[config.mk]
export PLATFORM = sky130hd
export DESIGN_NAME = vram_rect_fill_flat
export DESIGN_NICKNAME = d
export VERILOG_FILES = /design/src/rtl/vram_rect_fill_if.sv /design/src/rtl/vram_rect_fill.sv /design/src/flat_wrapper.sv
export SDC_FILE = /design/constraint.sdc
export NUM_CORES = 1
export LEC_CHECK = 0
export ABC_CLOCK_PERIOD_IN_PS = 3710
export BUFFER_PORTS_ARGS = -buffer_cell sky130_fd_sc_hd__buf_2
export CAP_MARGIN = 20
export CORE_MARGIN = 2
export CORE_UTILIZATION = 58
export CTS_CLUSTER_SIZE = 28
export DETAILED_ROUTE_END_ITERATION = 16
export PLACE_DENSITY_LB_ADDON = 0.12
export RECOVER_POWER = 100
export SYNTH_ARGS = -nofsm -noshare
export SYNTH_HDL_FRONTEND = slang
export SYNTH_SLANG_ARGS = --single-unit
[constraint.sdc]
create_clock -name clk -period 3.71 [get_ports clk]
set_clock_uncertainty 0.15 [all_clocks]
set_input_delay 0.371 -clock clk [delete_from_list [all_inputs] [get_ports clk]]
set_output_delay 0.371 -clock clk [all_outputs]
set_load 0.05 [all_outputs]
[src/rtl/vram_rect_fill_if.sv]
// vram_rect_fill_if: fill-command handshake plus VRAM write port and status
interface vram_rect_fill_if;
  logic        cmd_valid;
  logic        cmd_ready;
  logic [6:0]  cmd_x0;
  logic [6:0]  cmd_y0;
  logic [6:0]  cmd_x1;
  logic [6:0]  cmd_y1;
  logic [3:0]  cmd_r;
  logic [3:0]  cmd_g;
  logic [3:0]  cmd_b;
  logic [11:0] hCoordW;
  logic [10:0] vCoordW;
  logic [3:0]  dataR;
  logic [3:0]  dataG;
  logic [3:0]  dataB;
  logic        wEn;
  logic        busy;
  logic        done;
  modport master (
    output cmd_valid, cmd_x0, cmd_y0, cmd_x1, cmd_y1, cmd_r, cmd_g, cmd_b,
    input  cmd_ready, hCoordW, vCoordW, dataR, dataG, dataB, wEn, busy, done
  );
  modport slave (
    input  cmd_valid, cmd_x0, cmd_y0, cmd_x1, cmd_y1, cmd_r, cmd_g, cmd_b,
    output cmd_ready, hCoordW, vCoordW, dataR, dataG, dataB, wEn, busy, done
  );
endinterface

[src/rtl/vram_rect_fill.sv]
// vram_rect_fill: turns cell-rectangle fill commands into one raster-order VRAM pixel write per clock
module vram_rect_fill #(
  parameter int COLS       = 100,
  parameter int ROWS       = 75,
  parameter int CELL_SHIFT = 3
) (
  input logic            clk,
  input logic            reset,
  vram_rect_fill_if.slave bus
);
  typedef enum logic {IDLE, FILL} state_t;
  state_t     state, stateNext;
  logic [6:0] curX, curY, x0, x1, y1, clipX1, clipY1;
  logic [6:0] curXNext, curYNext, x0Next, x1Next, y1Next;
  logic [3:0] colR, colG, colB, colRNext, colGNext, colBNext;
  logic       done, doneNext, empty, rowEnd;
  assign clipX1 = bus.cmd_x1 > 7'(COLS - 1) ? 7'(COLS - 1) : bus.cmd_x1;
  assign clipY1 = bus.cmd_y1 > 7'(ROWS - 1) ? 7'(ROWS - 1) : bus.cmd_y1;
  assign empty  = bus.cmd_x0 > clipX1 || bus.cmd_y0 > clipY1;
  assign rowEnd = curX == x1;
  // cur always mirrors the write on the output port; done flags that it is the last cell
  always_comb begin
    stateNext = state;
    curXNext  = curX;
    curYNext  = curY;
    x0Next    = x0;
    x1Next    = x1;
    y1Next    = y1;
    colRNext  = colR;
    colGNext  = colG;
    colBNext  = colB;
    doneNext  = 1'b0;
    if (state == IDLE) begin
      if (bus.cmd_valid) begin
        doneNext = empty;
        if (!empty) begin
          stateNext = FILL;
          curXNext  = bus.cmd_x0;
          curYNext  = bus.cmd_y0;
          x0Next    = bus.cmd_x0;
          x1Next    = clipX1;
          y1Next    = clipY1;
          colRNext  = bus.cmd_r;
          colGNext  = bus.cmd_g;
          colBNext  = bus.cmd_b;
          doneNext  = bus.cmd_x0 == clipX1 && bus.cmd_y0 == clipY1;
        end
      end
    end else if (done) begin
      stateNext = IDLE;
    end else begin
      curXNext = rowEnd ? x0 : curX + 7'd1;
      curYNext = rowEnd ? curY + 7'd1 : curY;
      doneNext = curXNext == x1 && curYNext == y1;
    end
  end
  always_ff @(posedge clk or negedge reset) begin
    if (!reset) begin
      state <= IDLE;
      curX  <= '0;
      curY  <= '0;
      x0    <= '0;
      x1    <= '0;
      y1    <= '0;
      colR  <= '0;
      colG  <= '0;
      colB  <= '0;
      done  <= 1'b0;
    end else begin
      state <= stateNext;
      curX  <= curXNext;
      curY  <= curYNext;
      x0    <= x0Next;
      x1    <= x1Next;
      y1    <= y1Next;
      colR  <= colRNext;
      colG  <= colGNext;
      colB  <= colBNext;
      done  <= doneNext;
    end
  end
  assign bus.cmd_ready = state == IDLE;
  assign bus.busy      = state == FILL;
  assign bus.wEn       = state == FILL;
  assign bus.hCoordW   = 12'(curX) << CELL_SHIFT;
  assign bus.vCoordW   = 11'(curY) << CELL_SHIFT;
  assign bus.dataR     = colR;
  assign bus.dataG     = colG;
  assign bus.dataB     = colB;
  assign bus.done      = done;
endmodule

[src/flat_wrapper.sv]
// flat-port wrapper written by rule: the top's interface ports become plain ports
module vram_rect_fill_flat 
#(
  parameter int COLS       = 100,
  parameter int ROWS       = 75,
  parameter int CELL_SHIFT = 3
)
  (clk, reset, bus_cmd_valid, bus_cmd_x0, bus_cmd_y0, bus_cmd_x1, bus_cmd_y1, bus_cmd_r, bus_cmd_g, bus_cmd_b, bus_cmd_ready, bus_hCoordW, bus_vCoordW, bus_dataR, bus_dataG, bus_dataB, bus_wEn, bus_busy, bus_done);
  vram_rect_fill_if bus_i ();
  input logic clk;
  input logic reset;
  input wire logic [$bits(bus_i.cmd_valid)-1:0] bus_cmd_valid;
  input wire logic [$bits(bus_i.cmd_x0)-1:0] bus_cmd_x0;
  input wire logic [$bits(bus_i.cmd_y0)-1:0] bus_cmd_y0;
  input wire logic [$bits(bus_i.cmd_x1)-1:0] bus_cmd_x1;
  input wire logic [$bits(bus_i.cmd_y1)-1:0] bus_cmd_y1;
  input wire logic [$bits(bus_i.cmd_r)-1:0] bus_cmd_r;
  input wire logic [$bits(bus_i.cmd_g)-1:0] bus_cmd_g;
  input wire logic [$bits(bus_i.cmd_b)-1:0] bus_cmd_b;
  output wire logic [$bits(bus_i.cmd_ready)-1:0] bus_cmd_ready;
  output wire logic [$bits(bus_i.hCoordW)-1:0] bus_hCoordW;
  output wire logic [$bits(bus_i.vCoordW)-1:0] bus_vCoordW;
  output wire logic [$bits(bus_i.dataR)-1:0] bus_dataR;
  output wire logic [$bits(bus_i.dataG)-1:0] bus_dataG;
  output wire logic [$bits(bus_i.dataB)-1:0] bus_dataB;
  output wire logic [$bits(bus_i.wEn)-1:0] bus_wEn;
  output wire logic [$bits(bus_i.busy)-1:0] bus_busy;
  output wire logic [$bits(bus_i.done)-1:0] bus_done;
  assign bus_i.cmd_valid = bus_cmd_valid;
  assign bus_i.cmd_x0 = bus_cmd_x0;
  assign bus_i.cmd_y0 = bus_cmd_y0;
  assign bus_i.cmd_x1 = bus_cmd_x1;
  assign bus_i.cmd_y1 = bus_cmd_y1;
  assign bus_i.cmd_r = bus_cmd_r;
  assign bus_i.cmd_g = bus_cmd_g;
  assign bus_i.cmd_b = bus_cmd_b;
  assign bus_cmd_ready = bus_i.cmd_ready;
  assign bus_hCoordW = bus_i.hCoordW;
  assign bus_vCoordW = bus_i.vCoordW;
  assign bus_dataR = bus_i.dataR;
  assign bus_dataG = bus_i.dataG;
  assign bus_dataB = bus_i.dataB;
  assign bus_wEn = bus_i.wEn;
  assign bus_busy = bus_i.busy;
  assign bus_done = bus_i.done;
  vram_rect_fill #(.COLS(COLS), .ROWS(ROWS), .CELL_SHIFT(CELL_SHIFT)) u_core (.clk(clk), .reset(reset), .bus(bus_i));
endmodule
== After elaboration in Yosys (flattened, before gate mapping) ==
Index checks and enable logic that the tools add are counted.

* Output and inout bits: 39
* Input bits: 43
* Flip-flop bits (word level): 49

* Equal/unequal tests: 7
* $add $sub $neg: 2
* Multiplexer cells: 20
* $lt $le $gt $ge: 4
* Reductions and logical operators: 6
* Bitwise gates (word level): 2

{| class="wikitable"
|+ Operators by type and width
! cell !! count
|-
| 7-bit 2-to-1 mux || 12
|-
| 7-bit == test || 5
|-
| 7-bit by 1-bit adder with 7-bit output, second input constant || 2
|-
| 7-bit greater-than comparator || 2
|-
| 7-bit greater-than comparator, second input constant || 2
|-
| 1-bit 2-to-1 mux || 8
|-
| 3-bit AND reduction || 2
|-
| 1-bit logical AND || 2
|-
| 2-bit by 1-bit != test with 1-bit output, second input constant || 1
|-
| 2-bit != test, second input constant || 1
|-
| 1-bit inverter || 2
|-
| 2-bit nonzero test || 1
|-
| 1-bit logical OR || 1
|}

== Depth between registers and ports, before layout ==
Gate-level depths: netlist of run 1.

* Depth after elaboration: 7
* Gate-level depth with buffers: 14

== Worst setup path before layout of run 1 ==
OpenSTA, ideal clock, no wires.

* Path kind: in2reg
* From: input bus_cmd_y1[0]
* To: register u_core.curX[6]
* Path buffers: 1
* Stages on the path: 13
* Data arrival time: 2.655 ns
* Setup slack: 0.783 ns
* Cell sequence: a21oi_1 > nor2b_1 > o31ai_1 > nor2b_1 > ha_1 > nor2b_1 > o21ai_0 > a21oi_1 > nor3_1 > o2111ai_1 > buf_2 > mux2_1 > o221a_2

* Word-level cells in the longest chain between the ends: 6

{| class="wikitable"
|+ Ends and longest elaborated chain
! element !! line !! source
|-
| start: declaration || flat_wrapper.sv:16 || <nowiki>input wire logic [$bits(bus_i.cmd_y1)-1:0] bus_cmd_y1;</nowiki>
|-
| 7-bit greater-than comparator || vram_rect_fill.sv:18 || <nowiki>assign clipY1 = bus.cmd_y1 > 7'(ROWS - 1) ? 7'(ROWS - 1) : bus.cmd_y1;</nowiki>
|-
| 7-bit 2-to-1 mux (*) || vram_rect_fill.sv:18 ||
|-
| 7-bit greater-than comparator (*) || vram_rect_fill.sv:19 || <nowiki>assign empty = bus.cmd_x0 > clipX1 || bus.cmd_y0 > clipY1;</nowiki>
|-
| 1-bit logical OR (*) || vram_rect_fill.sv:19 ||
|-
| 2-bit by 1-bit != test with 1-bit output (no source line) (*) || -- ||
|-
| 3-bit AND reduction (no source line) (*) || -- ||
|-
| end signal: assignment || vram_rect_fill.sv:71 || <nowiki>curX <= curXNext;</nowiki>
|-
| end: declaration || vram_rect_fill.sv:13 || <nowiki>logic [6:0] curX, curY, x0, x1, y1, clipX1, clipY1;</nowiki>
|}

Mark *: on every way between the ends. The rest lies on a longest branch, timed or not.
A chain may end at the register's enable or synchronous reset.

== Worst setup path after layout of run 1 ==
* From: input bus_cmd_y1[0]
* To: register u_core.curX[0]

Same word-level chain as after synthesis.

==> results of run 1 <==
cells by family (layout without fill, tap and decap cells):
kind of cell | after synthesis | count (layout)
other | 1 | 9
buffers and inverters | 33 | 97
adders and majority gates | 16 | 16
muxes | 30 | 30
and+or+nand+nor | 99 | 99
AOI/OAI and AO/OA | 74 | 74
xor gates and xnor gates | 26 | 26
DFF | 49 | 49
flip-flops by register name (all words and copies together), names as in the netlist, 4 cells and up:
signal and count:
u_core.curX 7, u_core.bus.dataR 4, u_core.x0 7, u_core.y1 7, u_core.bus.dataB 4, u_core.curY 7
u_core.bus.dataG 4, u_core.x1 7
synth_stat cells (all sizes together) (3+ instances only):
cell	count
mux2	26
inv	11
and2	4
nand2	41
nand2b	4
a21oi	12
a21o	3
nand4	4
o31ai	3
dfrtp	49
o21ai	28
nor2b	6
nor2	13
xnor2	13
xor2	13
nand3	9
clkbuf	6
buf	16
o211ai	4
or3	3
o221a	9
mux2i	4
nor3	9
ha	16
metal layers:
metal  part of all wire  wire length, um
met5                  0                0
met4             0.0099               73
met1               0.45             3353
met2               0.47             3481
met3              0.067              495
power breakdown:
part | switching (mW) | internal (mW)
combinational | 1.25 | 0.658
sequential | 0.316 | 0.799
clock | 0.175 | 0.134
total | 1.74 | 1.59
area by class of cell:
type                       count  share of cell area
sequential                    49              0.3408
tap                           70             0.02434
clock buffer                   8             0.02225
timing repair buffer          78             0.09979
multi-input combinational    254              0.5014
inverter                      11             0.01147
path summary, 6_finish.rpt:
check,startpoint,endpoint,slack (ps)
setup / recovery,bus_cmd_y1[0],u_core.curX[0],410
hold / removal,bus_cmd_b[1],u_core.bus.dataB[1],140
setup reg to reg,u_core.curX[5],u_core.bus.done,920
hold reg to reg,u_core.bus.dataR[1],u_core.bus.dataR[1],360
max in group asynchronous,reset,u_core.bus.dataG[2],730
min in group asynchronous,reset,u_core.curX[3],640
placed cells by master (no fill, tap or decap), types with 2 or more instances in the layout:
cell type	synthesis	final
buf_2	4	41
nand2b_1	4	4
a21o_1	3	3
clkbuf_1	6	36
mux2i_1	4	4
o211ai_1	4	4
a21oi_1	12	12
o311a_1	2	2
inv_1	11	11
nor2_1	13	13
buf_4	11	2
nor3_1	9	9
conb_1	1	9
nand4_1	4	4
mux2_2	25	25
nand2_1	40	40
o21ai_0	28	28
xnor2_1	13	13
clkbuf_8	0	5
dfrtp_1	49	49
nor2b_1	6	6
or3_1	2	2
nand3_1	9	9
xor2_1	13	13
o221a_2	9	9
o21a_1	2	2
o31ai_1	2	2
and2_0	2	3
ha_1	16	16
nor4b_1	2	2
==> metrics.md, run 1 <==
| Metric | Value |
|---|---|
| Power Density | 925.7 mW/mm^2 |
| Clk Latency, worst-skew pair | 300 ps |
| Fill cell count | 441 |
| Post-Synth Adder-Cell Area | 0.06334 |
| Largest family of logic cells by synthesized area | compound AO/OA/AOI/OAI gates |
| Critical-path maximum fanout | 26 |
| CP delay by family, top | compound AO/OA/AOI/OAI gates |
| Max-cap violations | 1 |
| Mux cell area share after synthesis | 0.1053 |
| Synth Area in Compound Gates | 0.1615 |
| Hold_buf cts | 0 |
| Worst min path class | primary input to flip-flop |
| Routed Antenna Nets | 0 |
| Worst endpoint required time | 3800 ps |
| Clock Path Buffers | 2 |
| Crit-path most repeated cell | nor2b_1 |
| Layout Cells excl Fill | 470 |
| Synth warn | 0 |
| Fin. Hold Viols | 0 |
| GRT Total Usage | 0.2556 |
| P_leak | 1.613 nW |
| Biggest area consumer among synthesized cells | dfrtp_1 |
| Fin worst setup slack | 407.3 ps |
| Synth area leaders | dfrtp_1, mux2_2, ha_1 |
| Register Area | 0.001226 sq mm |
| H-tree depth | 2 |
| CP Depth | 14 |
| Post-synth top area share | 0.3880 |
| Post-Place Setup Slack | 117.2 ps |
| Post-route cell area | 0.003598 sq mm |
| Antenna violations before repair | 0 |
| F_max | 302.8 MHz |
| Slowest CP cell | o2111ai_4 |
| Starting density of the core | 0.6110 |
| Tcrit/Tclk final | 0.8902 |
| Post-DP Area | 0.003550 sq mm |
| Failing checks | max-capacitance violations, max-slew violations |
| Total core area | 0.005172 sq mm |
| Hold WS | 143.1 ps |
| First-pass GRT wire length | 12.29 mm |
| RSZ-0062 raised after global routing | no |
| Commonest register cell after synthesis | dfrtp_1 |
| Finish-stage setup viols | 0 |
| 1st-iter DRT viols | 247 |
| Sinks on Clock Net | 49 |
| Startpoint Class | primary input |
| Post-CTS sizing | 0 |
| Vias in the first global route | 2558 |
| Slew Viols, Final | 31 |
| Yosys reg bits | 49 |
| Remaining DRCs | 0 |
| GR Util met2 | 0.4121 |
| Met1 GRT Util | 0.3521 |
| Synthesized cell area | 0.003161 sq mm |
| Worst Hold Depth | 2 |
| Post-CTS Setup Bufs | 0 |
| Outcome | complete, but fails checks |
| Die width | 77.82 um |
| Seq/Total Area, Yosys | 0.3880 |
| Post-layout min period | 3303 ps |
| Syn Area/Cell | 9.636 sq um |
| Number of detailed-route iterations in the first pass | 4 |
| Num CTS Buffers | 5 |
| EDFF count, synth | 0 |
| GR peak layer | met2 |
| Row count | 26 |
| Die area | 0.006056 sq mm |
| Critical Path Max Stage Delay | 350 ps |
| Crit. End Element | flip-flop |
| Worst-path clk slew | 90 ps |
| Dpl cells | 460 |
| Placer Congestion | 0.8372 |
| Crit Path Class | primary input to flip-flop |
| CP Cell Sequence | buf_2 -> a21oi_1 -> nor2b_1 -> o31ai_1 -> nor2b_1 -> ha_1 -> nor2b_1 -> o21ai_0 -> a21oi_1 -> nor3_1 -> o2111ai_4 -> buf_4 -> nor3_1 -> o32a_1 |
| Fraction of layout instances using a drive strength above 1 | 0.2250 |
| Yosys cell types | 49 |
| Overall power | 3.331 mW |
| N_diodes | 0 |
| GR Overflow Total | 0 |
| Vias | 2654 |
| WL/cell | 15.75 um |
| Largest net degree at the start of global routing | 50 |
| Nets | 458 |
| Routed WL | 7.404 mm |
| Height of the chip | 77.82 um |
| Met3 usage | 0.04884 |
| Setup tns final | 0 ps |
| P&R area growth vs syn | 13.86% |
| I/O pin total | 82 |
| Syn Inst Count | 328 |
| Asr flop ratio synth | 1.000 |
| Reg2reg path depth | 7 |
| Area of the multi-input gates | 0.001804 sq mm |
| TritonCTS clock tree | built |
| Relative slew slack | -0.07729 |
| Clk root buf | clkbuf_8 |
| CP Buf/Inv Count | 2 |
| Port bufs | 72 |
| IR drop worst, VDD | 0.5950 mV |
| Via/cell ratio | 5.647 |
| Post-layout util | 0.6957 |
| Least-Margin Pin Slew | 1616 ps |
| HPWL Detailed | 5.519 mm |
| CP arrival | 3400 ps |
| Simple-Gate Fraction of Synth Area | 0.1524 |
| Xor and xnor area share after synthesis | 0.07205 |
(Power assumes the default switching activity.)
==> run 2, diff against run 1 <==
--- a/config.mk
+++ b/config.mk
@@ -5,6 +5,7 @@
 export SDC_FILE = /design/constraint.sdc
 export NUM_CORES = 1
 export LEC_CHECK = 0
+export ABC_AREA = 1
 export ABC_CLOCK_PERIOD_IN_PS = 3710
 export BUFFER_PORTS_ARGS = -buffer_cell sky130_fd_sc_hd__buf_2
 export CAP_MARGIN = 20
==> run 2 against run 1 <==
  * The flow now finishes without violations
  * Clock power increased by 14%
  * First-iteration DRC count is 4.9% higher
  * Routed wire length up 8.6%
  * Die area increased by 3.0%
  * Sequential share of layout area is 0.83 points lower
  * Power grew 1.8%
  * Critical path depth decreased by 1
  * Via count is 18% higher
  * Core utilization is 2.2 points lower
  * Highest routed layer unchanged
==> metrics.md, run 2 <==
| Metric | Value |
|---|---|
| Slowest CP cell | clkbuf_1 |
| Count leader, synth | nand2_1 |
| Clk root buf | clkbuf_8 |
| P_leak | 1.943 nW |
| Relative slew slack | 0.1753 |
| Die width | 78.97 um |
| WL/cell | 13.65 um |
| Comb pwr share | 0.587 |
| Critical-path maximum fanout | 14 |
| F_max | 350.2 MHz |
| IR drop worst, VDD | 0.5910 mV |
| Asr flop ratio synth | 1.000 |
| Max-cap violations | 0 |
| Outcome | finished, final reports clean |
| Port bufs | 72 |
| Worst-path clk slew | 90 ps |
| Min-delay src | bus_cmd_b[1] |
| Num CTS Buffers | 5 |
| Starting density of the core | 0.5956 |
| Seq/Total Area, Yosys | 0.3762 |
| GRT Total Usage | 0.2803 |
| Commonest register cell after synthesis | dfrtp_1 |
| Tcrit/Tclk final | 0.7696 |
| Post-layout min period | 2855 ps |
| Fraction of layout instances using a drive strength above 1 | 0.1451 |
| Die area | 0.006235 sq mm |
| Placer Congestion | 0.8916 |
| Biggest area consumer among synthesized cells | dfrtp_1 |
| Height of the chip | 78.97 um |
| Crit-path most repeated cell | nand2_1 |
| Row count | 27 |
| Crit Path Class | primary input to flip-flop |
| Critical Path Max Stage Delay | 490 ps |
| Worst endpoint required time | 3770 ps |
| P&R area growth vs syn | 13.17% |
| GR Overflow Total | 0 |
| Nets | 575 |
| TritonCTS clock tree | built |
| Syn Inst Count | 446 |
| Least-Margin Pin Slew | 1237 ps |
| Antenna violations before repair | 0 |
| RSZ-0062 raised after global routing | no |
| Slew Viols, Final | 0 |
| Int Pwr | 1.496 mW |
| HPWL Detailed | 6.204 mm |
| Fill cell count | 523 |
| Total core area | 0.005473 sq mm |
| Switching fraction of total power | 0.5589 |
| Clock Path Buffers | 2 |
| Largest net degree at the start of global routing | 40 |
| Post-layout util | 0.6740 |
| Syn Area/Cell | 7.308 sq um |
| Crit. End Element | flip-flop |
| Clk Latency, worst-skew pair | 320 ps |
| Routed Antenna Nets | 0 |
| 1st-iter DRT viols | 259 |
| Startpoint Class | primary input |
| Power Density | 919.3 mW/mm^2 |
| Synth area leaders | dfrtp_1, nand2_1, ha_1 |
| Setup tns final | 0 ps |
| Via/cell ratio | 5.317 |
| Finish-stage setup viols | 0 |
| Vias in the first global route | 2966 |
| Seq pwr share | 0.309 |
| Synthesized cell area | 0.003259 sq mm |
| Leading cell types in the layout, fill and taps excluded | nand2_1, inv_1, dfrtp_1 |
| Number of detailed-route iterations in the first pass | 5 |
| Commonest cells post-synth | nand2_1, dfrtp_1, inv_1, o21ai_0, nor2_1 |
| CP arrival | 2910 ps |
| Vias | 3132 |
| Fin. Hold Viols | 0 |
| I/O pin total | 82 |
| Yosys reg bits | 49 |
| Clock power share | 0.104 |
| Hold WS | 129.9 ps |
| Yosys cell types | 29 |
| CP Cell Sequence | clkbuf_1 -> nand2_1 -> a21oi_1 -> nor2_1 -> ha_1 -> nand2_1 -> o21ai_0 -> nand2_1 -> o211ai_1 -> nand2_1 -> nand3_1 -> clkbuf_1 -> mux2_2 |
| N_diodes | 0 |
| Reg2Reg Launch Point | u_core.bus.busy |
| Post-CTS Setup Bufs | 0 |
| Worst min path class | primary input to flip-flop |
| Synth warn | 0 |
| Switch Pwr | 1.895 mW |
| First-pass GRT wire length | 13.66 mm |
| H-tree depth | 2 |
| Post-synth top area share | 0.3762 |
| Remaining DRCs | 0 |
| Routed WL | 8.038 mm |
| Commonest non-fill, non-tap cell in the layout | nand2_1 |
| EDFF count, synth | 0 |
| Sinks on Clock Net | 49 |
| Worst setup startpoint | bus_cmd_x1[6] |
## run 2: changes by cell type after synthesis, sizes merged, moves of 11 or more
| cell | change |
|---|---|
| nand2 | +107 |
| nor2 | +22 |
| o211ai | +11 |
| nand3 | +18 |
| inv | +42 |
| xnor2 | -12 |
| mux2 | -14 |
## run 2: final timing paths
| kind | to | slack (ps) | cells past startpoint |
|---|---|---|---|
| setup / recovery | u_core.bus.dataR[1] | 850 | 13 |
| hold / removal | u_core.bus.dataB[1] | 130 | 2 |
| setup reg to reg | u_core.curX[3] | 1000 | 6 |
| hold reg to reg | u_core.y1[2] | 360 | 2 |
| max in group asynchronous | u_core.x1[1] | 1610 | 3 |
| min in group asynchronous | u_core.curY[0] | 430 | 2 |
## run 2: timing repair
item / in CTS / in global routing
endpoints found under the setup margin: 0 / 0
resized for setup: 0 / 0
endpoints found under the hold margin: 10 / 0
hold buffers: 1 / 0
## run 2: critical path: cells and delay by family
| family | cells | cell delay [ps] |
|---|---|---|
| AOI/OAI and AO/OA | 3 | 440 |
| adders and majority gates | 1 | 320 |
| buffers and inverters | 2 | 580 |
| muxes | 1 | 400 |
| and+or+nand+nor | 6 | 800 |
## run 2: kinds of logic (layout without fill, tap and decap cells)
logic type,after synthesis,count (layout),synth area share
and+or+nand+nor,218,218,0.2806
xor gates and xnor gates,7,7,0.01881
DFF,49,49,0.3762
muxes,12,12,0.04146
adders and majority gates,16,16,0.06142
other,1,9,0.001151
AOI/OAI and AO/OA,67,67,0.1155
buffers and inverters,76,139,0.1048
## run 2: stage by stage
step | setup WS (ps) | power, mW | instance area (sq um) | cells
floorplan | 1289 | 2.603 | 3289 | 454
global placement | 999.5 | 3.014 | 3635 | 580
detailed placement | 890.1 | 3.077 | 3635 | 580
CTS | 1205 | 3.436 | 3745 | 589
global route | 492.5 | 3.675 | 3689 | 589
finish | 854.7 | 3.391 | 3689 | 589
## run 2: cell type report
cell class,instances,area (sq um),area share
sequential,49,1226,0.3324
clock inverter,2,17.52,0.004749
tap,72,90.09,0.02442
multi-input combinational,329,1717,0.4654
inverter,53,198.9,0.05393
timing repair buffer,78,356.6,0.09668
clock buffer,6,82.58,0.02239
## run 2: layer usage
layer | track usage | part of all wire
met5 | 0 | 0
met4 | 0.08793 | 0.0097
met3 | 0.04545 | 0.073
met2 | 0.4729 | 0.47
met1 | 0.3706 | 0.44
## run 2: power groups by stage
stage               Sequential (mW)  Combinational, mW  Clock [mW]
floorplan                      1.51               1.09           0
global placement               1.03               1.98           0
detailed placement             1.04               2.03           0
CTS                            1.03               2.04       0.360
global route                   1.08               2.21       0.383
finish                         1.05               1.99       0.352
==> run 3, diff against run 2 <==
--- a/config.mk
+++ b/config.mk
@@ -6,11 +6,11 @@
 export NUM_CORES = 1
 export LEC_CHECK = 0
 export ABC_AREA = 1
-export ABC_CLOCK_PERIOD_IN_PS = 3710
+export ABC_CLOCK_PERIOD_IN_PS = 2300
 export BUFFER_PORTS_ARGS = -buffer_cell sky130_fd_sc_hd__buf_2
 export CAP_MARGIN = 20
 export CORE_MARGIN = 2
-export CORE_UTILIZATION = 58
+export CORE_UTILIZATION = 49
 export CTS_CLUSTER_SIZE = 28
 export DETAILED_ROUTE_END_ITERATION = 16
 export PLACE_DENSITY_LB_ADDON = 0.12
==> constraint.sdc (replaced) <==
create_clock -name clk -period 2.3 [get_ports clk]
set_clock_uncertainty 0.15 [all_clocks]
set_input_delay 0.23 -clock clk [delete_from_list [all_inputs] [get_ports clk]]
set_output_delay 0.23 -clock clk [all_outputs]
set_load 0.05 [all_outputs]
==> run 3 against run 2 <==
  * Design area is 7.2% higher
  * Global-route usage is 4.7 points lower
  * First-iteration DRC count grew 4.2%
  * Non-clock buffer count up 27
  * Final cell count is 5.4% higher
  * Combinational power is 68% higher
  * Sequential cell count stayed put
  * Clock-buffer cell count rose by 2
  * Routed wire length is 2.7% higher
  * Clock power up 40%
  * Die area rose by 17%
  * Hold slack got worse by 120 ps
  * Largest cell class unchanged
==> metrics.md, run 3 (synthesis results as in run 2) <==
| Metric | Value |
|---|---|
| Vias | 3190 |
| Commonest non-fill, non-tap cell in the layout | nand2_1 |
| Post-layout min period | 2157 ps |
| Int Pwr | 2.496 mW |
| Crit. End Element | flip-flop |
| Number of detailed-route iterations in the first pass | 5 |
| Comb pwr share | 0.606 |
| Remaining DRCs | 0 |
| P&R area growth vs syn | 21.34% |
| HPWL Detailed | 6.329 mm |
| Post-CTS Setup Bufs | 0 |
| GRT Total Usage | 0.2329 |
| Register Area | 0.001226 sq mm |
| Nets | 602 |
| Overall power | 5.530 mW |
| Antenna violations before repair | 0 |
| CP Buf/Inv Count | 2 |
| Fill cell count | 638 |
| Clock Path Buffers | 2 |
| Fraction of layout instances using a drive strength above 1 | 0.1875 |
| CP delay by family, top | simple AND/OR/NAND/NOR gates |
| Finish-stage setup viols | 0 |
| Height of the chip | 85.56 um |
| Clk root buf | clkbuf_8 |
| Port bufs | 72 |
| Worst-path clk slew | 80 ps |
| Slew Viols, Final | 0 |
| Switch Pwr | 3.035 mW |
| Switching fraction of total power | 0.5487 |
| Routed WL | 8.253 mm |
| First-pass GRT wire length | 13.67 mm |
| Worst min path class | primary input to flip-flop |
| Seq pwr share | 0.305 |
| Sinks on Clock Net | 49 |
| Leading cell types in the layout, fill and taps excluded | nand2_1, inv_1, dfrtp_1 |
| Setup tns final | 0 ps |
| CP Cell Sequence | buf_2 -> a21oi_1 -> o21ai_1 -> nand2_1 -> nand2_1 -> ha_1 -> nand2_1 -> nor2_1 -> nand2_1 -> o211ai_1 -> nand2_2 -> nand3_4 -> buf_12 -> mux2_2 |
| Startpoint Class | primary input |
| Fin worst setup slack | 143.2 ps |
| Routed Antenna Nets | 0 |
| Critical-path maximum fanout | 12 |
| H-tree depth | 2 |
| Clk Latency, worst-skew pair | 300 ps |
| Max-cap violations | 0 |
| Num CTS Buffers | 5 |
| Starting density of the core | 0.5104 |
| IR drop worst, VDD | 0.8593 mV |
| Least-Margin Pin Slew | 697.8 ps |
| Hold WS | 12.53 ps |
| Crit-path most repeated cell | nand2_1 |
| Post-Place Setup Slack | -157.7 ps |
| Vias in the first global route | 2988 |
| Dpl cells | 609 |
| Via/cell ratio | 5.137 |
| Post-route cell area | 0.003955 sq mm |
| Placer Congestion | 0.8606 |
| Die area | 0.007321 sq mm |
| WL/cell | 13.29 um |
| CP arrival | 2190 ps |
| Worst endpoint required time | 2330 ps |
| TritonCTS clock tree | built |
| Area of the multi-input gates | 0.001747 sq mm |
| Total core area | 0.006386 sq mm |
| 1st-iter DRT viols | 270 |
| Crit Path Class | primary input to flip-flop |
| GR Overflow Total | 0 |
| N_diodes | 0 |
| Largest net degree at the start of global routing | 32 |
| Clock power share | 0.089 |
| F_max | 463.7 MHz |
| Row count | 29 |
| Relative slew slack | 0.5348 |
| Tcrit/Tclk final | 0.9377 |
| Post-DP Area | 0.003846 sq mm |
| Layout Cells excl Fill | 621 |
| Post-layout util | 0.6193 |
| Power Density | 1398 mW/mm^2 |
| Slowest CP cell | mux2_2 |
| Fin. Hold Viols | 0 |
| Critical Path Max Stage Delay | 330 ps |
| I/O pin total | 82 |
| P_leak | 2.078 nW |
| Die width | 85.56 um |
| Outcome | finished, final reports clean |
[run 3: worst register-to-register path, cell delays in order, from the launching register on]
cell	delay, ps
dfrtp_1	460
inv_1	100
nand2_1	70
nand2_1	50
nand3_2	120
inv_2	90
nand2_4	200
nand2_1	120
nand3_1	100
nand2_1	70
nor2_1	140
nand2_1	70
nor2_1	110
nand3_1	90
nand2_1	70
[run 3: area by class of cell]
cell class	count	share of cell area
multi-input cells	329	0.4416
flip-flops and latches	49	0.3100
repair buffers	105	0.1534
inverters	53	0.05030
well taps	77	0.02436
clock buffers	8	0.02025
[run 3: path summary, 6_finish.rpt]
path	startpoint	to	slack (ps)	depth (start not counted)
max	bus_cmd_y1[0]	u_core.bus.dataB[0]	140	14
min	bus_cmd_b[2]	u_core.bus.dataB[2]	10	2
max reg2reg	u_core.curX[0]	u_core.bus.done	230	14
min reg2reg	u_core.bus.dataG[0]	u_core.bus.dataG[0]	360	1
max in group asynchronous	reset	u_core.curY[6]	600	3
min in group asynchronous	reset	u_core.bus.dataR[2]	340	2
[run 3: per-layer routing]
| metal | vias up | global-route usage | part of all wire |
|---|---|---|---|
| met5 | - | 0 | 0 |
| met4 | 0 | 0.04040 | 0.0048 |
| met3 | 4 | 0.03657 | 0.051 |
| met2 | 107 | 0.3714 | 0.47 |
| met1 | 1468 | 0.3414 | 0.48 |
| li1 | 1611 | - | - |
[run 3: power groups by stage]
stage / Sequential, mW / Clock (mW) / Combinational [mW]
floorplan: 2.44 / 0 / 1.76
global placement: 1.66 / 0 / 3.31
detailed placement: 1.67 / 0 / 3.36
CTS: 1.66 / 0.510 / 3.37
global route: 1.74 / 0.543 / 3.72
finish: 1.68 / 0.493 / 3.35
[run 3: repair_timing]
item	in CTS	in global routing
endpoints found under the setup margin	0	26
hold buffers	1	2
hold endpoints to repair	24	2
resized for setup	0	11
